<file path="config.mk">
export PLATFORM = sky130hd
export DESIGN_NAME = card_grid_walker
export DESIGN_NICKNAME = d
export VERILOG_FILES = /design/src/rtl/card_grid_walker.sv
export SDC_FILE = /design/constraint.sdc
export NUM_CORES = 1
export LEC_CHECK = 0
export ABC_AREA = 1
export BUFFER_PORTS_ARGS = -buffer_cell sky130_fd_sc_hd__buf_2
export CAP_MARGIN = 20
export CORE_UTILIZATION = 55
export CTS_CLUSTER_DIAMETER = 30
export DETAILED_ROUTE_END_ITERATION = 8
export PLACE_DENSITY = 0.78
export SLEW_MARGIN = 15
export SYNTH_ARGS = -nofsm -noshare
export SYNTH_HDL_FRONTEND = slang
export SYNTH_SLANG_ARGS = --single-unit
</file>
<file path="constraint.sdc">
create_clock -name clk -period 8.26 [get_ports clk]
set_clock_uncertainty 0.05 [all_clocks]
set_input_delay 1.652 -clock clk [delete_from_list [all_inputs] [get_ports clk]]
set_output_delay 1.652 -clock clk [all_outputs]
set_load 0.005 [all_outputs]
</file>
<file path="src/rtl/card_grid_walker.sv">
`default_nettype none
// +-----------------------------------------------------------------------------
// | card_grid_walker
// | Walks a ROWS x COLS repaint mask in slot order, issuing one painter start per
// | selected slot. Optional WAIT watchdog: define CARD_WALKER_TIMEOUT_EN.
// | Revision: 1.0
// +-----------------------------------------------------------------------------
module card_grid_walker #(
  parameter int COLS           = 4,
  parameter int ROWS           = 4,
  parameter int X_ORIGIN       = 40,
  parameter int Y_ORIGIN       = 20,
  parameter int PITCH          = 20,
  parameter int TIMEOUT_CYCLES = 512
) (
  input  logic                             clk,
  input  logic                             reset,
  input  logic                             req_valid,
  input  logic [ROWS*COLS-1:0]             req_mask,
  input  logic [2:0]                       req_colour,
  output logic                             req_ready,
  output logic                             tile_start,
  output logic [7:0]                       tile_x0,
  output logic [6:0]                       tile_y0,
  output logic [2:0]                       tile_colour,
  input  logic                             tile_done,
  output logic                             busy,
  output logic                             done,
  output logic [$clog2(ROWS*COLS+1)-1:0]   cards_left,
  output logic                             timeout_err
);

  localparam int c_N     = ROWS * COLS;
  localparam int c_IDX_W = (c_N > 1) ? $clog2(c_N) : 1;
  localparam int c_COL_W = (COLS > 1) ? $clog2(COLS) : 1;
  localparam int c_ROW_W = (ROWS > 1) ? $clog2(ROWS) : 1;
  localparam int c_CNT_W = $clog2(c_N + 1);

  if ((X_ORIGIN + (COLS - 1) * PITCH + 15 > 159) ||
      (Y_ORIGIN + (ROWS - 1) * PITCH + 15 > 119) ||
      (PITCH < 16) || (TIMEOUT_CYCLES < 1)) begin : g_bad_params
    $error("card_grid_walker: illegal grid geometry or timeout parameters");
  end

  typedef enum logic [2:0] {
    S_IDLE   = 3'd0,
    S_SCAN   = 3'd1,
    S_START  = 3'd2,
    S_WAIT   = 3'd3,
    S_FINISH = 3'd4
  } state_t;

  state_t               r_state;
  logic [c_N-1:0]       r_mask;
  logic [2:0]           r_colour;
  logic [c_IDX_W-1:0]   r_idx;
  logic [c_COL_W-1:0]   r_col;
  logic [c_ROW_W-1:0]   r_row;
  logic [c_CNT_W-1:0]   r_cards_left;
  logic                 r_req_ready;
  logic                 r_busy;
  logic                 r_done;
  logic                 r_tile_start;
  logic [7:0]           r_tile_x0;
  logic [6:0]           r_tile_y0;
  logic [2:0]           r_tile_colour;

  logic                 w_accept;
  logic                 w_last;
  logic                 w_col_wrap;
  logic                 w_wait_expired;
  logic                 w_tile_finished;
  logic [7:0]           w_x0;
  logic [6:0]           w_y0;

  assign w_accept        = req_valid && r_req_ready;
  assign w_last          = (r_idx == c_IDX_W'(c_N - 1));
  assign w_col_wrap      = (r_col == c_COL_W'(COLS - 1));
  assign w_tile_finished = tile_done || w_wait_expired;
  // Constant multiplies by PITCH; modular 8/7-bit arithmetic gives the truncated coordinate.
  assign w_x0 = 8'(X_ORIGIN) + 8'(r_col) * 8'(PITCH);
  assign w_y0 = 7'(Y_ORIGIN) + 7'(r_row) * 7'(PITCH);

`ifdef CARD_WALKER_TIMEOUT_EN
  localparam int c_TO_W = $clog2(TIMEOUT_CYCLES + 1);

  logic [c_TO_W-1:0] r_wait_cnt;
  logic              r_timeout_err;

  assign w_wait_expired = (r_state == S_WAIT) && (r_wait_cnt == c_TO_W'(TIMEOUT_CYCLES - 1));
  assign timeout_err    = r_timeout_err;

  always_ff @(posedge clk) begin
    if (reset) begin
      r_wait_cnt    <= '0;
      r_timeout_err <= 1'b0;
    end else begin
      // Held at zero outside WAIT, so every WAIT entry starts a fresh count.
      if (r_state != S_WAIT) r_wait_cnt <= '0;
      else                   r_wait_cnt <= r_wait_cnt + c_TO_W'(1);
      if (w_accept)                          r_timeout_err <= 1'b0;
      else if (w_wait_expired && !tile_done) r_timeout_err <= 1'b1;
    end
  end
`else
  assign w_wait_expired = 1'b0;
  assign timeout_err    = 1'b0;
`endif

  always_ff @(posedge clk) begin
    if (reset) begin
      r_state       <= S_IDLE;
      r_mask        <= '0;
      r_colour      <= '0;
      r_idx         <= '0;
      r_col         <= '0;
      r_row         <= '0;
      r_cards_left  <= '0;
      r_req_ready   <= 1'b1;
      r_busy        <= 1'b0;
      r_done        <= 1'b0;
      r_tile_start  <= 1'b0;
      r_tile_x0     <= '0;
      r_tile_y0     <= '0;
      r_tile_colour <= '0;
    end else begin
      r_tile_start <= 1'b0;
      r_done       <= 1'b0;
      case (r_state)
        S_IDLE: begin
          if (w_accept) begin
            r_state      <= S_SCAN;
            r_mask       <= req_mask;
            r_colour     <= req_colour;
            r_idx        <= '0;
            r_col        <= '0;
            r_row        <= '0;
            r_cards_left <= c_CNT_W'($countones(req_mask));
            r_req_ready  <= 1'b0;
            r_busy       <= 1'b1;
          end
        end
        S_SCAN: begin
          if (r_mask[r_idx]) begin
            r_state       <= S_START;
            r_tile_start  <= 1'b1;
            r_tile_x0     <= w_x0;
            r_tile_y0     <= w_y0;
            r_tile_colour <= r_colour;
          end else if (w_last) begin
            r_state <= S_FINISH;
            r_done  <= 1'b1;
          end else begin
            r_idx <= r_idx + c_IDX_W'(1);
            if (w_col_wrap) begin
              r_col <= '0;
              r_row <= r_row + c_ROW_W'(1);
            end else begin
              r_col <= r_col + c_COL_W'(1);
            end
          end
        end
        S_START: begin
          r_state <= S_WAIT;
        end
        S_WAIT: begin
          if (w_tile_finished) begin
            r_mask[r_idx] <= 1'b0;
            r_cards_left  <= r_cards_left - c_CNT_W'(1);
            if (w_last) begin
              r_state <= S_FINISH;
              r_done  <= 1'b1;
            end else begin
              r_state <= S_SCAN;
              r_idx   <= r_idx + c_IDX_W'(1);
              if (w_col_wrap) begin
                r_col <= '0;
                r_row <= r_row + c_ROW_W'(1);
              end else begin
                r_col <= r_col + c_COL_W'(1);
              end
            end
          end
        end
        S_FINISH: begin
          r_state     <= S_IDLE;
          r_req_ready <= 1'b1;
          r_busy      <= 1'b0;
        end
        default: begin
          r_state     <= S_IDLE;
          r_req_ready <= 1'b1;
          r_busy      <= 1'b0;
        end
      endcase
    end
  end

  assign req_ready   = r_req_ready;
  assign busy        = r_busy;
  assign done        = r_done;
  assign tile_start  = r_tile_start;
  assign tile_x0     = r_tile_x0;
  assign tile_y0     = r_tile_y0;
  assign tile_colour = r_tile_colour;
  assign cards_left  = r_cards_left;

endmodule
`default_nettype wire

</file>
== Yosys cells after proc, flatten, opt, wreduce, memory -nomap -nowiden ==
Cells that the tools add are included.

* Register bits after elaboration: 57
* Bits of input ports: 23
* Word-level logic and storage cells: 106

* $add $sub $neg: 21
* Multipliers: 2
* Magnitude comparators: 2
* Eq/ne operators: 9
* Muxes and demuxes: 41
* Bitwise gates (word level): 4
* Reduce and logical (&&, ||, !) cells: 13

{| class="wikitable"
|+ Operators with widths
! operator !! count
|-
| $mux 16 || 2
|-
| $pmux 16 s2 || 1
|-
| $mux 2 || 9
|-
| $add 1x1->2 || 8
|-
| $and 16x16->16 || 1
|-
| $mux 4 || 4
|-
| $not 16->16 || 1
|-
| $mux 3 || 5
|-
| $add 2x2->3 || 4
|-
| $pmux 2 s3 || 2
|-
| $pmux 3 s4 || 1
|-
| $pmux 4 s3 || 1
|-
| $mul 2x3->5 const B || 2
|-
| $mux 5 || 2
|-
| $pmux 5 s2 || 1
|-
| $add 3x3->4 || 2
|-
| $add 6x7->8 const A || 1
|-
| $mux 1 || 8
|-
| $add 5x7->7 const A || 1
|-
| $eq 3x2->1 const B || 2
|-
| $ne 2x2->1 const B || 3
|-
| $pmux 1 s2 || 3
|-
| $reduce_and 2->1 || 3
|-
| $reduce_and 3->1 || 2
|-
| 20 further kinds || 23
|}

== Depth between registers and ports, before layout ==
Gate-level depths: netlist of run 1.

* Depth in word-level cells: 8
* Depth in mapped cells: 15
* Mapped depth without buffers: 15

== Worst setup path before layout of run 1 ==
Ideal clock, no wire load.

* Path kind: input to register
* Start point: input req_mask[0]
* End point: register r_cards_left[1], in the netlist cards_left[1]
* Setup time: 127 ps
* Arrival: 4,585 ps
* Data required time: 8,083 ps
* Slack: 3,498 ps
* Stages: 12
* Path buffers: 0
* Cells stage by stage: inv_1 > fa_1 > fa_1 > fa_1 > fa_1 > inv_1 > ha_1 > inv_1 > fa_1 > nor2_1 > nor3_1 > a211oi_1

* Word-level cells in the longest chain between the ends: 6

{| class="wikitable"
|+ RTL lines
! what !! RTL line !! RTL
|-
| start, declared || 19 || <nowiki>input logic [ROWS*COLS-1:0] req_mask,</nowiki>
|-
| $add 1x1->2 (not written as such) || 138 || <nowiki>r_cards_left <= c_CNT_W'($countones(req_mask));</nowiki>
|-
| $add 2x2->3 (not written as such) || 138 ||
|-
| $add 3x3->4 (not written as such) || 138 ||
|-
| $add 4x4->5 (not written as such) || 138 ||
|-
| $mux 5 || 131 || <nowiki>if (w_accept) begin</nowiki>
|-
| $pmux 5 s2 || 129 || <nowiki>case (r_state)</nowiki>
|-
| end signal, assigned || 138 ||
|-
| end signal, assigned || 169 || <nowiki>r_cards_left <= r_cards_left - c_CNT_W'(1);</nowiki>
|-
| end, declared || 59 || <nowiki>logic [c_CNT_W-1:0] r_cards_left;</nowiki>
|}

No other way between the ends. The select of a mux whose other input is x is not followed.
A chain may end at the register's enable or synchronous reset.

== Worst setup path in the final report of run 1 ==
Same ends and word-level chain as after synthesis.

==> out/results.ini, run 1 <==
[clocking]
insertion_delay_ps = 310
clockBufferDepth = 2
root_buffer = clkbuf_8
numCtsBuffers = 5
cts_num_sinks = 51
cts_tree = yes
h-tree-depth = 2
cts_setup_buffers = 0
ctsResizeCount = 0
clk_pin_slew_worst_paths_ps = 90
ctsHoldBuffers = 0

[routing]
dr_total_vias = 2714
vias_per_cell = 5.04
firstDrtPassIters = 5
post_drt_wl_per_cell_um = 12.4
drt_iter0_drc = 154
drt_wl_total_um = 6710
drcViolationCount = 0
postRouteAntennaNets = 0

[setup_path]
critPathKind = input pin to flop
cp.arrival_ps = 4910
worstPathMaxFanout = 2
critPathLaunchType = input pin
startpoint = req_mask[0]
rr_startpoint = r_idx[0]$_SDFFE_PP0P_
required_ps = 8390
end_kind = flop

[final_layout]
mostFrequentLayoutCells = 119 x nand2_1, 66 x inv_1, 51 x dfxtp_1, 44 x a21oi_1, 44 x buf_2
mostFrequentLayoutCell = nand2_1
area_growth_pct = 9.71
n_antenna_cell = 0
register_area_um2 = 1020
nets = 515
drive_gt1_share_pct = 15.1
num-fill-cells = 466
final_util_pct = 63.8
multi_input_area_um2 = 1630
finalNonFillerCells = 539
design_area_um2 = 3320

[timing]
period_minus_slack_ps = 4790
relSlewSlack_pct = 47.4
hold_violations = 0
report.final.setup_viol = 0
slew_violations = 0
grt_setup_unrepaired = no
worst_hold_slack_ps = 415
setup_tns_ps = 0
max_freq_mhz = 209
worst-slew-pin-transition_ps = 786
period_share_pct = 58.0
setup_slack_ps = 3470

[run]
max_cap_viol_count = 0

[power]
p_sw_mw = 0.364
p_per_area_nw_per_um2 = 262
p_int_mw = 0.506
vdd_ir_drop_max_mv = 0.147
p_comb_share_pct = 44.8
power_mw = 0.870
p_clk_share_pct = 17.2
leakage_nw = 1.62
swShare_pct = 41.8
power_frac_seq_pct = 38.0

[logic_synthesis]
syn_inst = 433
ys_warn_count = 0
yosysSeqAreaShare_pct = 33.7
synth_area_um2 = 3030
synth_seq_cells = 51
synth.distinct_cells = 35
synth_area_per_cell_um2 = 6.99

[min_path]
hold_path.class = flop to flop
hold_path_startpoint = r_mask[1]$_SDFFE_PP0P_

[placement]
routabilityCongestion = 0.936
dpl.cell_count = 531
place_area_um2 = 3230
dp_slack_ps = 3130
hpwl_um = 4950
portBuffers = 44

[status]
status = complete, no violations

[global_route]
grt_pass1_wl_um = 11500
gr-usage-all-layers_pct = 24.6
first_global_vias = 2506
grt_max_degree = 27
antenna_found_initial = 0
overflow = 0

[die]
fp.dieW_um = 76.2
fp-row-count = 26
die_h_um = 76.2
floorplan.initialDensity_pct = 58.1
die_area_um2 = 5800
core_um2 = 5200
io_pins = 51

metal layers:
layer,routed length (um),GRT usage (%),share of wire [%]
met3,360,4.79,5.4
met5,0,0,0
met4,95,8.08,1.4
met1,3140,32.3,47
met2,3110,40.5,46
sequential cells by signal, summed over array words and instances (netlist names):
name	flops
busy	1
cards_left	5
done	1
r_col	2
r_colour	3
r_idx	4
r_mask	16
r_row	2
r_state	3
req_ready	1
tile_colour	3
tile_start	1
tile_x0	5
tile_y0	4
cell families (layout without fill, tap and decap cells):
logic type	count (synthesis)	after routing	synth area share [%]
AO/OA/AOI/OAI	83	83	14.5
XOR/XNOR	3	3	0.868
adder cells (fa/ha/maj)	24	24	12.4
buffers and inverters	92	123	12.9
flip-flops	51	51	33.7
other	1	6	0.124
AND/OR/NAND/NOR	179	179	25.5
synth_stat cells:
cell type  number  area (um^2)
nand4_1         1         6.26
ha_1           14          175
nand2_1       119          447
nor2_4          2         22.5
a21oi_1        44          220
nor2_1         23         86.3
nor3_4          1         16.3
o21bai_1        1         7.51
buf_2           3         15.0
nand3b_1        2         15.0
or2_2           2         12.5
nand2_4         1         11.3
clkbuf_1        8         30.0
nand3_2         1         10.0
o21ai_2         1         8.76
fa_1           10          200
xor2_1          2         17.5
nor2_2          1         6.26
a211oi_1        1         7.51
conb_1          1         3.75
a31oi_1         1         6.26
buf_4           9         67.6
o22ai_1         3         18.8
inv_1          66          248
nand2_2         3         18.8
xnor2_1         1         8.76
nor3_1          3         15.0
o211ai_1        2         15.0
inv_2           5         18.8
or2_4           1         8.76
o21ai_0        29          145
dfxtp_1        51         1020
nand3_1        19         95.1
o21ba_2         1         10.0
buf_6           1         11.3
power by group through the flow:
| stage | sequential, mW | clock (mW) | combinational [mW] |
|---|---|---|---|
| floorplan | 0.326 | 0 | 0.303 |
| global placement | 0.334 | 0 | 0.373 |
| detailed placement | 0.335 | 0 | 0.389 |
| CTS | 0.330 | 0.153 | 0.392 |
| global route | 0.338 | 0.164 | 0.449 |
| finish | 0.331 | 0.149 | 0.390 |
worst paths after layout:
check                                to  slack, ps  depth (start not counted)
min              r_mask[1]$_SDFFE_PP0P_        410                          2
max          cards_left[1]$_SDFFE_PP0P_       3470                         13
max reg2reg     tile_x0[2]$_SDFFE_PP0P_       5850                         10
min reg2reg      r_mask[1]$_SDFFE_PP0P_        410                          2
worst max-delay path, cell delays in order:
cell and delay, ps:
buf_2 90, inv_1 50, fa_1 560, fa_1 470, fa_1 560, fa_1 430
inv_1 70, ha_1 160, inv_1 60, fa_1 490, nor2_1 50, nor3_1 210
a211oi_1 60
area by class of cell:
cell class / instances / share of cell area, %
multi-input combinational: 295 / 49.2
timing repair buffer: 44 / 6.63
tap: 70 / 2.64
clock buffer: 5 / 2.07
sequential: 51 / 30.7
clock inverter: 3 / 0.678
inverter: 71 / 8.03
Note: power is estimated with default switching activity, not from simulation.
==> run 2, diff against run 1 <==
ABC_AREA = 0   (was 1)
CORE_UTILIZATION = 51   (was 55)
PLACE_DENSITY = 0.76   (was 0.78)
clock period = 4.39 ns   (was 8.26 ns; I/O delays follow)
==> run 2 against run 1 <==
- global-route usage shrank 2.0 points
- routed wire length shrank 2.9%
- cell area shrank 2.4%
- non-clock buffer count is the same
==> out/results.ini, run 2 <==
[placement]
routabilityCongestion = 0.818
place_area_um2 = 3150
dpl.cell_count = 452
portBuffers = 44
hpwl_um = 4630

[die]
die_h_um = 78.2
floorplan.initialDensity_pct = 53.4
fp.dieW_um = 78.2
die_area_um2 = 6110
core_um2 = 5540
io_pins = 51
fp-row-count = 27

[power]
leakage_nw = 1.37
p_per_area_nw_per_um2 = 397
vdd_ir_drop_max_mv = 0.314
power_mw = 1.29

[setup_path]
critPathLaunchType = input pin
cp.arrival_ps = 4230
critPathKind = input pin to flop
required_ps = 4590
end_kind = flop
worstPathMaxFanout = 2

[final_layout]
top_register = r_mask
area_growth_pct = 9.56
mostFrequentLayoutCell = a21oi_1
num-fill-cells = 534
design_area_um2 = 3240
register_area_um2 = 1020
drive_gt1_share_pct = 16.2
multi_input_area_um2 = 1680
finalNonFillerCells = 460
n_antenna_cell = 0
largest_reg_flops = 16
nets = 434
mostFrequentLayoutCells = 55 x a21oi_1, 51 x dfxtp_1, 44 x buf_2, 35 x inv_1, 31 x nand2_1

[global_route]
grt_max_degree = 58
antenna_found_initial = 0
gr-usage-all-layers_pct = 22.5
grt_pass1_wl_um = 11000
first_global_vias = 2452
overflow = 0

[status]
status = complete, no violations

[clocking]
cts_tree = yes
clockBufferDepth = 2
h-tree-depth = 2
insertion_delay_ps = 320
root_buffer = clkbuf_8
clk_pin_slew_worst_paths_ps = 110
ctsHoldBuffers = 0
cts_num_sinks = 51
cts_setup_buffers = 0
numCtsBuffers = 5
ctsResizeCount = 0

[logic_synthesis]
synth_seq_cells = 51
yosysMostFrequentCell = a21oi_1
ys_warn_count = 0
ys_async_sr_fraction_pct = 0
synth-simple-area-share_pct = 15.4
synth_compound_area_share_pct = 23.0
netlist_top_cells_count = 55 x a21oi_1, 51 x dfxtp_1, 35 x inv_1
yosysTopAreaCellShare_pct = 34.5
synth_top_family_by_area = compound AO/OA/AOI/OAI gates
yosys.area_share.adder_pct = 12.7
syn_inst = 361
synth-main-ff-cell = dfxtp_1
synth.distinct_cells = 46
synthXorXnorAreaFrac_pct = 0.296
synth_area_um2 = 2960
synth-edff-count = 0
synth_area_per_cell_um2 = 8.20
yosysSeqAreaShare_pct = 34.5
synth_area_leaders = dfxtp_1 35%, a21oi_1 9.3%, fa_1 6.8%
yosysTopAreaCell = dfxtp_1
muxShareOfSynthArea_pct = 4.69

[min_path]
hold_path.class = flop to flop

[routing]
drt_wl_total_um = 6510
dr_total_vias = 2616
firstDrtPassIters = 5
vias_per_cell = 5.69
drcViolationCount = 0
postRouteAntennaNets = 0
drt_iter0_drc = 224
post_drt_wl_per_cell_um = 14.2

[timing]
relSlewSlack_pct = 28.7
report.final.setup_viol = 0
worst-slew-pin-transition_ps = 1070
period_share_pct = 91.8
max_freq_mhz = 248
setup_tns_ps = 0
period_minus_slack_ps = 4030
slew_violations = 0
hold_violations = 0
grt_setup_unrepaired = no

[run]
max_cap_viol_count = 0

-- run 2: changes by cell type in the layout (fill, tap and decap cells not counted), moves of 10 or more --
cell      previous run  this run
a21oi_1             44        55
nand2_1            119        31
o21ai_1              0        16
nand2b_1             0        10
nor2_1              23        12
inv_1               66        35
o21ai_0             29        14
-- run 2: per-stage QoR --
stage	worst slack [ps]	hold WS [ps]	utilization (%)
after floorplan	342	387	-
after global placement	133	396	56.7
after detailed placement	22.9	398	56.8
after CTS	368	414	58.5
after global routing	169	429	58.5
final	358	410	58.5
-- run 2: final timing paths --
| path | start | end | slack, ps | cells after the start |
|---|---|---|---|---|
| worst max-delay path | req_mask[0] | cards_left[4]$_SDFFE_PP0P_ | 360 | 15 |
| worst max register to register | r_idx[2]$_SDFFE_PP0P_ | r_row[0]$_SDFFE_PP0P_ | 1800 | 5 |
| worst min register to register | r_colour[2]$_SDFFE_PP0P_ | tile_colour[2]$_SDFFE_PP0P_ | 410 | 2 |
| worst min-delay path | r_colour[2]$_SDFFE_PP0P_ | tile_colour[2]$_SDFFE_PP0P_ | 410 | 2 |
-- run 2: cell type report --
| class | count | area share, % |
|---|---|---|
| multi-input combinational | 250 | 51.9 |
| sequential | 51 | 31.5 |
| timing repair buffer | 44 | 6.79 |
| inverter | 35 | 4.05 |
| tap | 72 | 2.78 |
| clock buffer | 5 | 2.12 |
| clock inverter | 3 | 0.810 |
-- run 2: critical path, cell delays in order --
cell and delay, ps:
buf_2 90, inv_1 50, fa_1 560, fa_1 460, fa_1 540, fa_1 410, inv_1 60, ha_1 160
inv_1 60, fa_1 400, nor2b_1 140, o21ai_0 110, o22ai_1 140, nand2_1 70, a21oi_1 110
-- run 2: cells by family after synthesis --
| kind of cell | after synthesis |
|---|---|
| compound gates | 118 |
| xor+xnor | 1 |
| fa+ha+maj | 24 |
| buf+inv | 65 |
| flops | 51 |
| mux | 8 |
| other cells | 1 |
| simple gates | 93 |
-- run 2: where the power goes --
group / internal, mW / switching, mW
Sequential: 0.503 / 0.0342
Clock: 0.118 / 0.176
Combinational: 0.187 / 0.270
-- run 2: layer usage --
layer	routed length, um	track usage [%]
met2	3150	38.2
met4	106	8.33
met1	2960	28.5
met3	296	4.30
met5	0	0
==> run 3, diff against run 2 <==
CORE_UTILIZATION = 55   (was 51)
PLACE_DENSITY = 0.78   (was 0.76)
clock period = 4.65 ns   (was 4.39 ns; I/O delays follow)
==> run 3 against run 2 <==
- cell count shrank 0.43%
- via count shrank 2.0%
- critical endpoint is now cards_left[2]$_SDFFE_PP0P_
- non-clock buffer count is the same
- count of clock-buffer cells in the layout grew 2
- cell area is essentially flat
==> out/results.ini, run 3 (synthesis results as in run 2) <==
[status]
status = complete, no violations

[placement]
place_area_um2 = 3140
dpl.cell_count = 450
portBuffers = 44
routabilityCongestion = 0.802
hpwl_um = 4490

[clocking]
ctsHoldBuffers = 0
insertion_delay_ps = 310
h-tree-depth = 2
cts_setup_buffers = 0
clk_pin_slew_worst_paths_ps = 100
ctsResizeCount = 0
clockBufferDepth = 2
cts_num_sinks = 51
numCtsBuffers = 5
cts_tree = yes
root_buffer = clkbuf_8

[timing]
setup_tns_ps = 0
hold_violations = 0
worst-slew-pin-transition_ps = 1000
max_freq_mhz = 246
period_minus_slack_ps = 4060
grt_setup_unrepaired = no
worst_hold_slack_ps = 411
period_share_pct = 87.3
relSlewSlack_pct = 32.9
slew_violations = 0
report.final.setup_viol = 0

[routing]
wl_met3_um = 256
routed.top_layer = met4
postRouteAntennaNets = 0
firstDrtPassIters = 4
wl_met2_um = 2980
vias_per_cell = 5.60
drt_wl_total_um = 6210
drcViolationCount = 0
dr_total_vias = 2564
drt_iter0_drc = 175
post_drt_wl_per_cell_um = 13.6
wl_met1_um = 2890

[run]
max_cap_viol_count = 0

[die]
fp.dieW_um = 75.4
die_h_um = 75.4
core_um2 = 5140
fp-row-count = 26
floorplan.initialDensity_pct = 57.6
die_area_um2 = 5680
io_pins = 51

[power]
vdd_ir_drop_max_mv = 0.232
leakage_nw = 1.37
power_mw = 1.20
p_per_area_nw_per_um2 = 369

[setup_path]
critPathLaunchType = input pin
worstPathMaxFanout = 2
critPathKind = input pin to flop
reg2reg_slack_ps = 2100
rr_startpoint = r_idx[2]$_SDFFE_PP0P_
end_kind = flop
cp.arrival_ps = 4220
required_ps = 4820
startpoint = req_mask[0]

[global_route]
overflow = 0
gr-usage-all-layers_pct = 24.4
grt_max_degree = 58
antenna_found_initial = 0
first_global_vias = 2299
grt_pass1_wl_um = 10500

[final_layout]
mostFrequentLayoutCells = 55 x a21oi_1, 51 x dfxtp_1, 44 x buf_2, 35 x inv_1, 31 x nand2_1
design_area_um2 = 3240
drive_gt1_share_pct = 16.0
n_antenna_cell = 0
mostFrequentLayoutCell = a21oi_1
top_register = r_mask
area_growth_pct = 9.47
finalNonFillerCells = 458
nets = 434
largest_reg_flops = 16

[min_path]
hold_path_startpoint = r_colour[2]$_SDFFE_PP0P_
hold_path.class = flop to flop

run 3: cell count changes in the layout (fill, tap and decap cells not counted), sizes merged:
cell    change
clkbuf      +2
inv         -2
run 3: through the flow:
stage                     worst slack (ps)  utilization, %
after global placement                 346            61.1
after CTS                              598            63.0
after global routing                   440            63.0
after floorplan                        550               -
final                                  592            63.0
after detailed placement               255            61.2
run 3: report_power, final:
group,leakage [nW],internal [mW],total (mW),switching [mW]
registers,0.415,0.474,0.505,0.0311
clock network,0.0484,0.122,0.267,0.145
logic,0.902,0.175,0.424,0.249
run 3: worst paths after layout:
kind,depth (start not counted),to
worst min-delay path,2,r_colour[2]$_SDFFE_PP0P_
worst max-delay path,13,cards_left[2]$_SDFFE_PP0P_
worst max register to register,5,r_col[0]$_SDFFE_PP0P_
worst min register to register,2,r_colour[2]$_SDFFE_PP0P_
run 3: final cells by class:
cell class	count	area (um^2)
inverter	35	131
clock buffer	7	86.3
fill	486	1900
sequential	51	1020
tap	70	87.6
clock inverter	1	8.76
timing repair buffer	44	220
multi-input combinational	250	1680
run 3: routing by layer:
| metal | track usage, % | vias up |
|---|---|---|
| met5 | 0 | - |
| met1 | 32.5 | 1205 |
| met3 | 3.70 | 8 |
| met2 | 40.2 | 60 |
| met4 | 9.67 | 0 |
| li1 | - | 1291 |
run 3: worst max-delay path, stage by stage:
cell and delay (ps):
buf_2 90, inv_1 50, fa_1 560, fa_1 450, fa_1 540, fa_1 410, inv_1 60, ha_1 150
inv_1 50, fa_1 400, xnor2_1 170, a21oi_1 80, a221oi_1 290
